File: config.mk
export PLATFORM = sky130hd
export DESIGN_NAME = grid_row_loader
export DESIGN_NICKNAME = d
export VERILOG_FILES = /design/src/rtl/gol_pkg.sv /design/src/rtl/grid_row_packer.sv /design/src/rtl/grid_row_loader.sv
export SDC_FILE = /design/constraint.sdc
export NUM_CORES = 2
export LEC_CHECK = 0
export ABC_AREA = 1
export BUFFER_PORTS_ARGS = -buffer_cell sky130_fd_sc_hd__buf_2
export CORE_AREA = 5 5 525 527
export DETAILED_ROUTE_END_ITERATION = 12
export DIE_AREA = 0 0 530 532
export PLACE_DENSITY = 0.59
export SYNTH_ARGS = -nofsm -noshare
export SYNTH_HDL_FRONTEND = slang
export SYNTH_SLANG_ARGS = --single-unit
File: constraint.sdc
create_clock -name clk -period 98.4 [get_ports clk]
set_clock_uncertainty 0.05 [all_clocks]
set_input_delay 4.92 -clock clk [delete_from_list [all_inputs] [get_ports clk]]
set_output_delay 4.92 -clock clk [all_outputs]
set_load 0.02 [all_outputs]
File: src/rtl/gol_pkg.sv
// Shared Game-of-Life grid constants and the row-loader state encoding.
// Optional CLEAR state exists only when GRID_ROW_LOADER_CLEAR_EN is defined.
package gol_pkg;
    localparam int X_SIZE        = 1280;
    localparam int Y_SIZE        = 720;
    localparam int WORD_W        = 32;
    localparam int WORDS_PER_ROW = X_SIZE / WORD_W;
    localparam int Y_WIDTH       = $clog2(Y_SIZE);
    localparam int CNT_W         = $clog2(WORDS_PER_ROW);

`ifdef GRID_ROW_LOADER_CLEAR_EN
    typedef enum logic [2:0] {
        ST_IDLE, ST_COLLECT, ST_WRITE, ST_DRAIN, ST_DONE, ST_CLEAR
    } loader_state_t;
`else
    typedef enum logic [2:0] {
        ST_IDLE, ST_COLLECT, ST_WRITE, ST_DRAIN, ST_DONE
    } loader_state_t;
`endif
endpackage

File: src/rtl/grid_row_packer.sv
// Shifts 32-bit words into a row register from the MSB end and tracks the word count.
module grid_row_packer
    import gol_pkg::*;
(
    input  logic                clk,
    input  logic                rst,
    input  logic                i_clr,
    input  logic                i_shift,
    input  logic [WORD_W-1:0]   i_word,
    output logic [X_SIZE-1:0]   o_row_next,
    output logic                o_row_full
);
    logic [X_SIZE-1:0] r_row;
    logic [CNT_W-1:0]  r_count;

    // Word 0 ends up in the top bits once all words have been shifted in.
    assign o_row_next = {r_row[X_SIZE-WORD_W-1:0], i_word};
    assign o_row_full = (r_count == CNT_W'(WORDS_PER_ROW - 1));

    always_ff @(posedge clk or posedge rst) begin
        if (rst) begin
            r_row   <= '0;
            r_count <= '0;
        end else begin
            if (i_shift)
                r_row <= o_row_next;
            if (i_clr)
                r_count <= '0;
            else if (i_shift)
                r_count <= r_count + 1'b1;
        end
    end
endmodule

File: src/rtl/grid_row_loader.sv
// Loads a full grid from 32-bit words into the BRAM write port, one packed row per write.
// Build option GRID_ROW_LOADER_CLEAR_EN adds a clear input that zero-fills every row.
//
// state   | meaning
// IDLE    | waiting for start
// COLLECT | accepting words of the current row
// WRITE   | one-cycle BRAM write of the packed row
// DRAIN   | discarding words of an over-long row up to tlast
// DONE    | whole grid written, load_done held
// CLEAR   | zero-filling all rows (optional)
module grid_row_loader
    import gol_pkg::*;
(
    input  logic                clk,
    input  logic                rst,
    input  logic                start,
`ifdef GRID_ROW_LOADER_CLEAR_EN
    input  logic                clear,
`endif
    input  logic [WORD_W-1:0]   word_tdata,
    input  logic                word_tvalid,
    output logic                word_tready,
    input  logic                word_tlast,
    output logic [Y_WIDTH-1:0]  wr_addr,
    output logic [X_SIZE-1:0]   wr_data,
    output logic                wr_en,
    output logic                busy,
    output logic                load_done,
    output logic                err_short,
    output logic                err_long,
    output logic [Y_WIDTH:0]    rows_loaded
);
    loader_state_t     r_state, w_next;
    logic [Y_WIDTH-1:0] r_row;
    logic [Y_WIDTH:0]   r_rows_loaded;
    logic [X_SIZE-1:0]  r_wr_data;
    logic               r_err_short, r_err_long;

    logic               w_acc, w_last_row, w_row_full;
    logic [X_SIZE-1:0]  w_row_next;
    logic               w_shift, w_clr, w_capture, w_restart, w_row_adv;
    logic               w_set_short, w_set_long, w_clear_begin;

    assign w_acc      = word_tvalid & word_tready;
    assign w_last_row = (r_row == Y_WIDTH'(Y_SIZE - 1));

    grid_row_packer u_packer (
        .clk        (clk),
        .rst        (rst),
        .i_clr      (w_clr),
        .i_shift    (w_shift),
        .i_word     (word_tdata),
        .o_row_next (w_row_next),
        .o_row_full (w_row_full)
    );

    always_ff @(posedge clk or posedge rst) begin
        if (rst) r_state <= ST_IDLE;
        else     r_state <= w_next;
    end

    always_comb begin
        w_next        = r_state;
        w_shift       = 1'b0;
        w_clr         = 1'b0;
        w_capture     = 1'b0;
        w_restart     = 1'b0;
        w_row_adv     = 1'b0;
        w_set_short   = 1'b0;
        w_set_long    = 1'b0;
        w_clear_begin = 1'b0;
        case (r_state)
            ST_IDLE, ST_DONE: begin
                if (start) begin
                    w_restart = 1'b1;
                    w_clr     = 1'b1;
                    w_next    = ST_COLLECT;
                end
`ifdef GRID_ROW_LOADER_CLEAR_EN
                else if (clear) begin
                    w_clear_begin = 1'b1;
                    w_next        = ST_CLEAR;
                end
`endif
            end
            ST_COLLECT: begin
                if (start) begin
                    w_restart = 1'b1;
                    w_clr     = 1'b1;
                end else if (w_acc) begin
                    if (w_row_full) begin
                        w_clr = 1'b1;
                        if (word_tlast) begin
                            w_capture = 1'b1;
                            w_next    = ST_WRITE;
                        end else begin
                            w_set_long = 1'b1;
                            w_next     = ST_DRAIN;
                        end
                    end else if (word_tlast) begin
                        w_clr       = 1'b1;
                        w_set_short = 1'b1;
                    end else begin
                        w_shift = 1'b1;
                    end
                end
            end
            ST_WRITE: begin
                w_row_adv = 1'b1;
                if (start) begin
                    w_restart = 1'b1;
                    w_clr     = 1'b1;
                    w_next    = ST_COLLECT;
                end else if (w_last_row) begin
                    w_next = ST_DONE;
                end else begin
                    w_next = ST_COLLECT;
                end
            end
            ST_DRAIN: begin
                if (start) begin
                    w_restart = 1'b1;
                    w_clr     = 1'b1;
                    w_next    = ST_COLLECT;
                end else if (w_acc && word_tlast) begin
                    w_next = ST_COLLECT;
                end
            end
`ifdef GRID_ROW_LOADER_CLEAR_EN
            ST_CLEAR: begin
                w_row_adv = 1'b1;
                if (w_last_row)
                    w_next = ST_DONE;
            end
`endif
            default: w_next = ST_IDLE;
        endcase
    end

    // A restart overrides the row advance of a write completing in the same cycle.
    always_ff @(posedge clk or posedge rst) begin
        if (rst) begin
            r_row         <= '0;
            r_rows_loaded <= '0;
            r_wr_data     <= '0;
            r_err_short   <= 1'b0;
            r_err_long    <= 1'b0;
        end else begin
            if (w_capture)
                r_wr_data <= w_row_next;
            if (w_restart || w_clear_begin) begin
                r_row         <= '0;
                r_rows_loaded <= '0;
                r_err_short   <= 1'b0;
                r_err_long    <= 1'b0;
                if (w_clear_begin)
                    r_wr_data <= '0;
            end else begin
                if (w_row_adv) begin
                    r_rows_loaded <= r_rows_loaded + 1'b1;
                    if (!w_last_row)
                        r_row <= r_row + 1'b1;
                end
                if (w_set_short) r_err_short <= 1'b1;
                if (w_set_long)  r_err_long  <= 1'b1;
            end
        end
    end

    assign word_tready = (r_state == ST_COLLECT) || (r_state == ST_DRAIN);
    assign load_done   = (r_state == ST_DONE);
`ifdef GRID_ROW_LOADER_CLEAR_EN
    assign wr_en = (r_state == ST_WRITE) || (r_state == ST_CLEAR);
    assign busy  = word_tready || wr_en;
`else
    assign wr_en = (r_state == ST_WRITE);
    assign busy  = word_tready || wr_en;
`endif
    assign wr_addr     = r_row;
    assign wr_data     = r_wr_data;
    assign err_short   = r_err_short;
    assign err_long    = r_err_long;
    assign rows_loaded = r_rows_loaded;
endmodule

Word level (Yosys, flattened, before mapping)

Index checks and enable logic that the tools add are counted.

Bits of input ports: 37
Flip-flop bits (word level): 2,560
Word-level logic and storage cells: 83
Output and inout port bits: 1,307

Bitwise operators: 1
Add/sub/neg operators: 3
Reduce and logical (&&, ||, !) cells: 13
Eq/ne operators: 12
Multiplexer cells: 46

Operator list:

| kind                  | count |
|---|---|
| $mux 10               | 3 |
| $mux 1                | 29 |
| $mux 3                | 8 |
| $mux 11               | 2 |
| $mux 6                | 2 |
| $pmux 3 s4            | 1 |
| $add 11x1->11 const B | 1 |
| $add 10x1->10 const B | 1 |
| $eq 10x10->1 const B  | 1 |
| $reduce_bool 2->1     | 4 |
| $add 6x1->6 const B   | 1 |
| $eq 3x2->1 const B    | 2 |
| $eq 6x6->1 const B    | 1 |
| $ne 2x2->1 const B    | 3 |
| $reduce_and 5->1      | 1 |
| $reduce_or 5->1       | 1 |
| $ne 2x1->1 const B    | 2 |
| $reduce_or 4->1       | 1 |
| $eq 3x1->1 const B    | 1 |
| $eq 3x3->1 const B    | 1 |
| $logic_not 3->1       | 1 |
| $ne 3x3->1 const B    | 1 |
| $logic_or 1x1->1      | 2 |
| $pmux 1 s2            | 1 |
| 4 further kinds       | 4 |

Logic depth before layout (Yosys ltp)

Word-level depth: 8
Gate-level depth with buffers: 12
Gate-level depth less buffers: 10

Hierarchy

A second synthesis with hierarchy kept.

Cells, all modules: 10,958
Area total of the unflattened synthesis: 98,149.1 µm²

Modules (own cells, without submodules):

| module          | times used | area an instance (µm²) | seq. area each (µm²) | cells each |
|---|---|---|---|---|
| grid_row_loader | 1          | 50,910.1               | 32,681.3             | 5,646 |
| grid_row_packer | 1          | 47,239.1               | 31,380.1             | 5,312 |

Worst setup path after synthesis

OpenSTA, ideal clock, no wires.

Path kind: input -> register
Start point: input start
End point: register r_wr_data[220], in the netlist wr_data[220]
Arrival: 5,967 ps
Library setup time: 121 ps
Slack: 92,262 ps
Data required time: 98,229 ps
Stages on the path: 9
Buffers on the path: 3
Cells stage by stage: inv_1 -> nand3_1 -> nor2_1 -> nand3_1 -> buf_2 -> buf_2 -> buf_2 -> nand2_1 -> o21ai_1

Word-level cells in the longest chain between the ends: 2

Ends and longest elaborated chain:

| what                 | RTL line               | RTL |
|---|---|---|
| start, declared      | grid_row_loader.sv:16  | `input logic start,` |
| $mux 1               | grid_row_loader.sv:87  | `if (start) begin` |
| $mux 1               | grid_row_loader.sv:72  | `case (r_state)` |
| end signal, assigned | grid_row_loader.sv:150 | `r_wr_data <= w_row_next;` |
| end, declared        | grid_row_loader.sv:36  | `logic [X_SIZE-1:0] r_wr_data;` |

No other way between the ends.
A chain may end at the register's enable or synchronous reset.

Final worst setup path

Start point: input start
End point: register u_packer.r_row[602]

Word-level cells in the longest chain between the ends: 2

Ends and longest elaborated chain:

| what                 | RTL line              | RTL |
|---|---|---|
| $mux 1               | grid_row_loader.sv:87 |  |
| $mux 1               | grid_row_loader.sv:72 |  |
| end signal, assigned | grid_row_packer.sv:26 | `r_row <= o_row_next;` |
| end, declared        | grid_row_packer.sv:13 | `logic [X_SIZE-1:0] r_row;` |

No other way between the ends.

==> impl_metrics.csv <==
group,metric,value,unit
worst_setup_path,reg2reg_depth,13,
detailed_routing,wl,317000,µm
detailed_routing,detail-route-antenna-nets,0,
sta,tightestPinTransition,1240,ps
cts,cts_sinks,2560,
worst_setup_path,worstPathArrival,10880,ps
detailed_routing,drt_iter0_drc,6010,
sta,fin_crit,10180,ps
yosys,ys_seq_area_share,67.1,%
sta,final_max_slew_viol_count,0,
place,gp_congestion,0.899,
detailed_routing,num_vias,70200,
sta,slew_headroom,17.3,%
detailed_routing,vias_per_cell,4.79,
worst_setup_path,critPathLaunch,"start",
yosys,synthFlopType,"dfrtp_1",
min_path,hp-class,"flip-flop to flip-flop",
floorplan,dieArea,282000,µm²
yosys,synth_top_area_share,67.1,%
worst_setup_path,endpoint_kind,"flip-flop",
yosys,synth_nets,9757,
cts,cts_tree,"done",
cts,holdBufCountCts,0,
floorplan,coreArea,270000,µm²
yosys,netlist_area,95500,µm²
worst_setup_path,regToRegStartpoint,"u_packer.r_count[0]",
worst_setup_path,critPathMaxFanout,207,
min_path,min-delay-start,"u_packer.r_row[550]",
floorplan,num_rows,191,
yosys,syn_avg_cell_area,9.83,µm²
global_route,first_global_vias,69800,
floorplan,ios,1344,
global_route,overflow,0,
cts,clk_pin_slew_worst_paths,60,ps
cts,worstSkewPairLatency,880,ps
yosys,syn_inst,9717,
pwr,p_leak,57.2,nW
place,dpl.hpwl,234000,µm
yosys,yosys_warnings,0,
worst_setup_path,reg2reg_setup_slack,91770,ps
yosys,synth-edff-count,0,
cts,post_cts_buffers,0,
global_route,grt_max_degree,258,
sta,finalSetupViolCount,0,
yosys,netlist_top_cells_area,"dfrtp_1 67%, nand2_1 10%, o21ai_1 9.9%",
cts,cts_buffers,277,
pwr,power_density,26.1,nW/µm²
yosys,synth_async_sr_flop_share,100,%
min_path,hold_path_depth,2,
run_status,status,"complete, no violations",
layout,nNetsFinal,10900,
yosys,synthTopCellsByCount,"2615 x nand2_1, 2560 x dfrtp_1, 1882 x o21ai_1",
global_route,grt_usage,21.9,%
yosys,synth-seq-cells,2560,
flow_run,maxCapViolations,0,
sta,fmax,0.0982,GHz
detailed_routing,drtPass1Iterations,6,
worst_setup_path,critPathKind,"input port to flip-flop",
sta,hold_viol,0,
pwr,ir_drop,15.4,µV
floorplan,fp.dieW,530,µm
cts,cts_resized,0,
floorplan,die_h,532,µm
cts,cts_buffer_depth,4,
place,port_buffers,1343,
global_route,antenna_found_initial,15,
worst_setup_path,required,99100,ps
sta,grt_setup_unrepaired,"no",
layout,post-route-util,42.1,%
sta,tns,0,ps
cts,h-tree-depth,5,
global_route,grt_pass1_wl,465000,µm
detailed_routing,wl_per_cell,21.6,µm
layout,drive_above_1_share,16.9,%
worst_setup_path,crit_path_start_kind,"input port",
yosys,yosysTopAreaCell,"dfrtp_1",
detailed_routing,drcViolationCount,0,
sta,hold_slack,392,ps
layout,area_growth,19.0,%
yosys,ys_types,26,
cts,cts-root-buf,"clkbuf_16",
sta,fin_crit_sh,10.3,%
yosys,yosysMostFrequentCell,"nand2_1",
floorplan,start_util,35.4,%
## flip-flops by register name (all words and copies together) (netlist names)
signal,flops
err_long,1
err_short,1
u_packer.r_row,1248
u_packer.r_count,6
wr_data,1280
wr_addr,10
r_state,3
rows_loaded,11
## layer usage
layer,part of all wire [%],vias up,GRT usage [%]
li1,-,32900,-
met5,0.0041,-,0
met3,8.6,552,6.82
met1,39,34600,26.5
met4,5.6,2,10.3
met2,47,2143,35.7
## stage by stage
stage	std cells	total power, mW	instance area (µm²)	setup WS [ps]
floorplan	9717	1.74	95500	21070
global placement	14100	1.89	104000	87620
detailed placement	14100	1.90	104000	87520
CTS	14600	2.99	114000	88440
global route	14600	3.12	114000	87810
finish	14600	2.96	114000	88220
## cells by family (layout without fill, tap and decap cells)
family	after synthesis	count (layout)	share of synthesized area [%]
AOI/OAI and AO/OA	2560	2560	13.4
buffers and inverters	1885	3237	8.68
adders and majority gates	3	3	0.0393
DFF	2560	2560	67.1
xor gates and xnor gates	4	4	0.0367
other	0	4	0
and+or+nand+nor	2705	2705	10.7
## layout make-up
type,count,area [µm²]
fill,26400,156000
sequential,2560,64100
multi-input combinational,5272,23200
clock buffer,389,7960
timing repair buffer,1418,7420
inverter,1320,4960
tap,3570,4470
clock inverter,110,1550
antenna,4,10.0
## cell usage in the layout (no fill, tap or decap), types with 2 or more instances in the layout
cell type,count
diode_2,4
nand3_1,29
buf_4,64
clkinv_4,3
a21oi_1,11
inv_1,1315
o21ai_0,663
dfrtp_1,2560
buf_2,1343
clkbuf_1,55
nor2_1,39
inv_6,7
clkbuf_16,280
clkinv_8,6
buf_12,11
clkinv_16,10
xor2_1,3
nor3_1,4
clkbuf_8,54
ha_1,3
clkinv_2,49
clkinvlp_4,8
nand4_1,14
bufinv_16,22
inv_16,5
nand2_1,2615
o21ai_1,1881
inv_2,4
nor2_4,2
## report_power, final
part | internal (mW) | leakage (nW) | switching, mW | total [mW]
logic | 0.122 | 18.9 | 0.277 | 0.399
clock network | 0.631 | 4.66 | 0.447 | 1.08
registers | 1.31 | 33.6 | 0.180 | 1.49
## critical path, cell delays in order
cell and delay, ps:
buf_2 120, inv_1 180, nand4_1 220, nor2_4 140, buf_4 710, buf_4 750
buf_4 680, buf_12 540, buf_4 890, buf_4 880, nand2_1 140, o21ai_1 150
## final timing paths
path                                  endpoint
setup / recovery           u_packer.r_row[602]
hold / removal             u_packer.r_row[582]
setup reg to reg                  wr_data[687]
hold reg to reg            u_packer.r_row[582]
max in group asynchronous         wr_data[866]
min in group asynchronous  u_packer.r_row[388]
No activity file was read; power rests on OpenSTA's default activity.
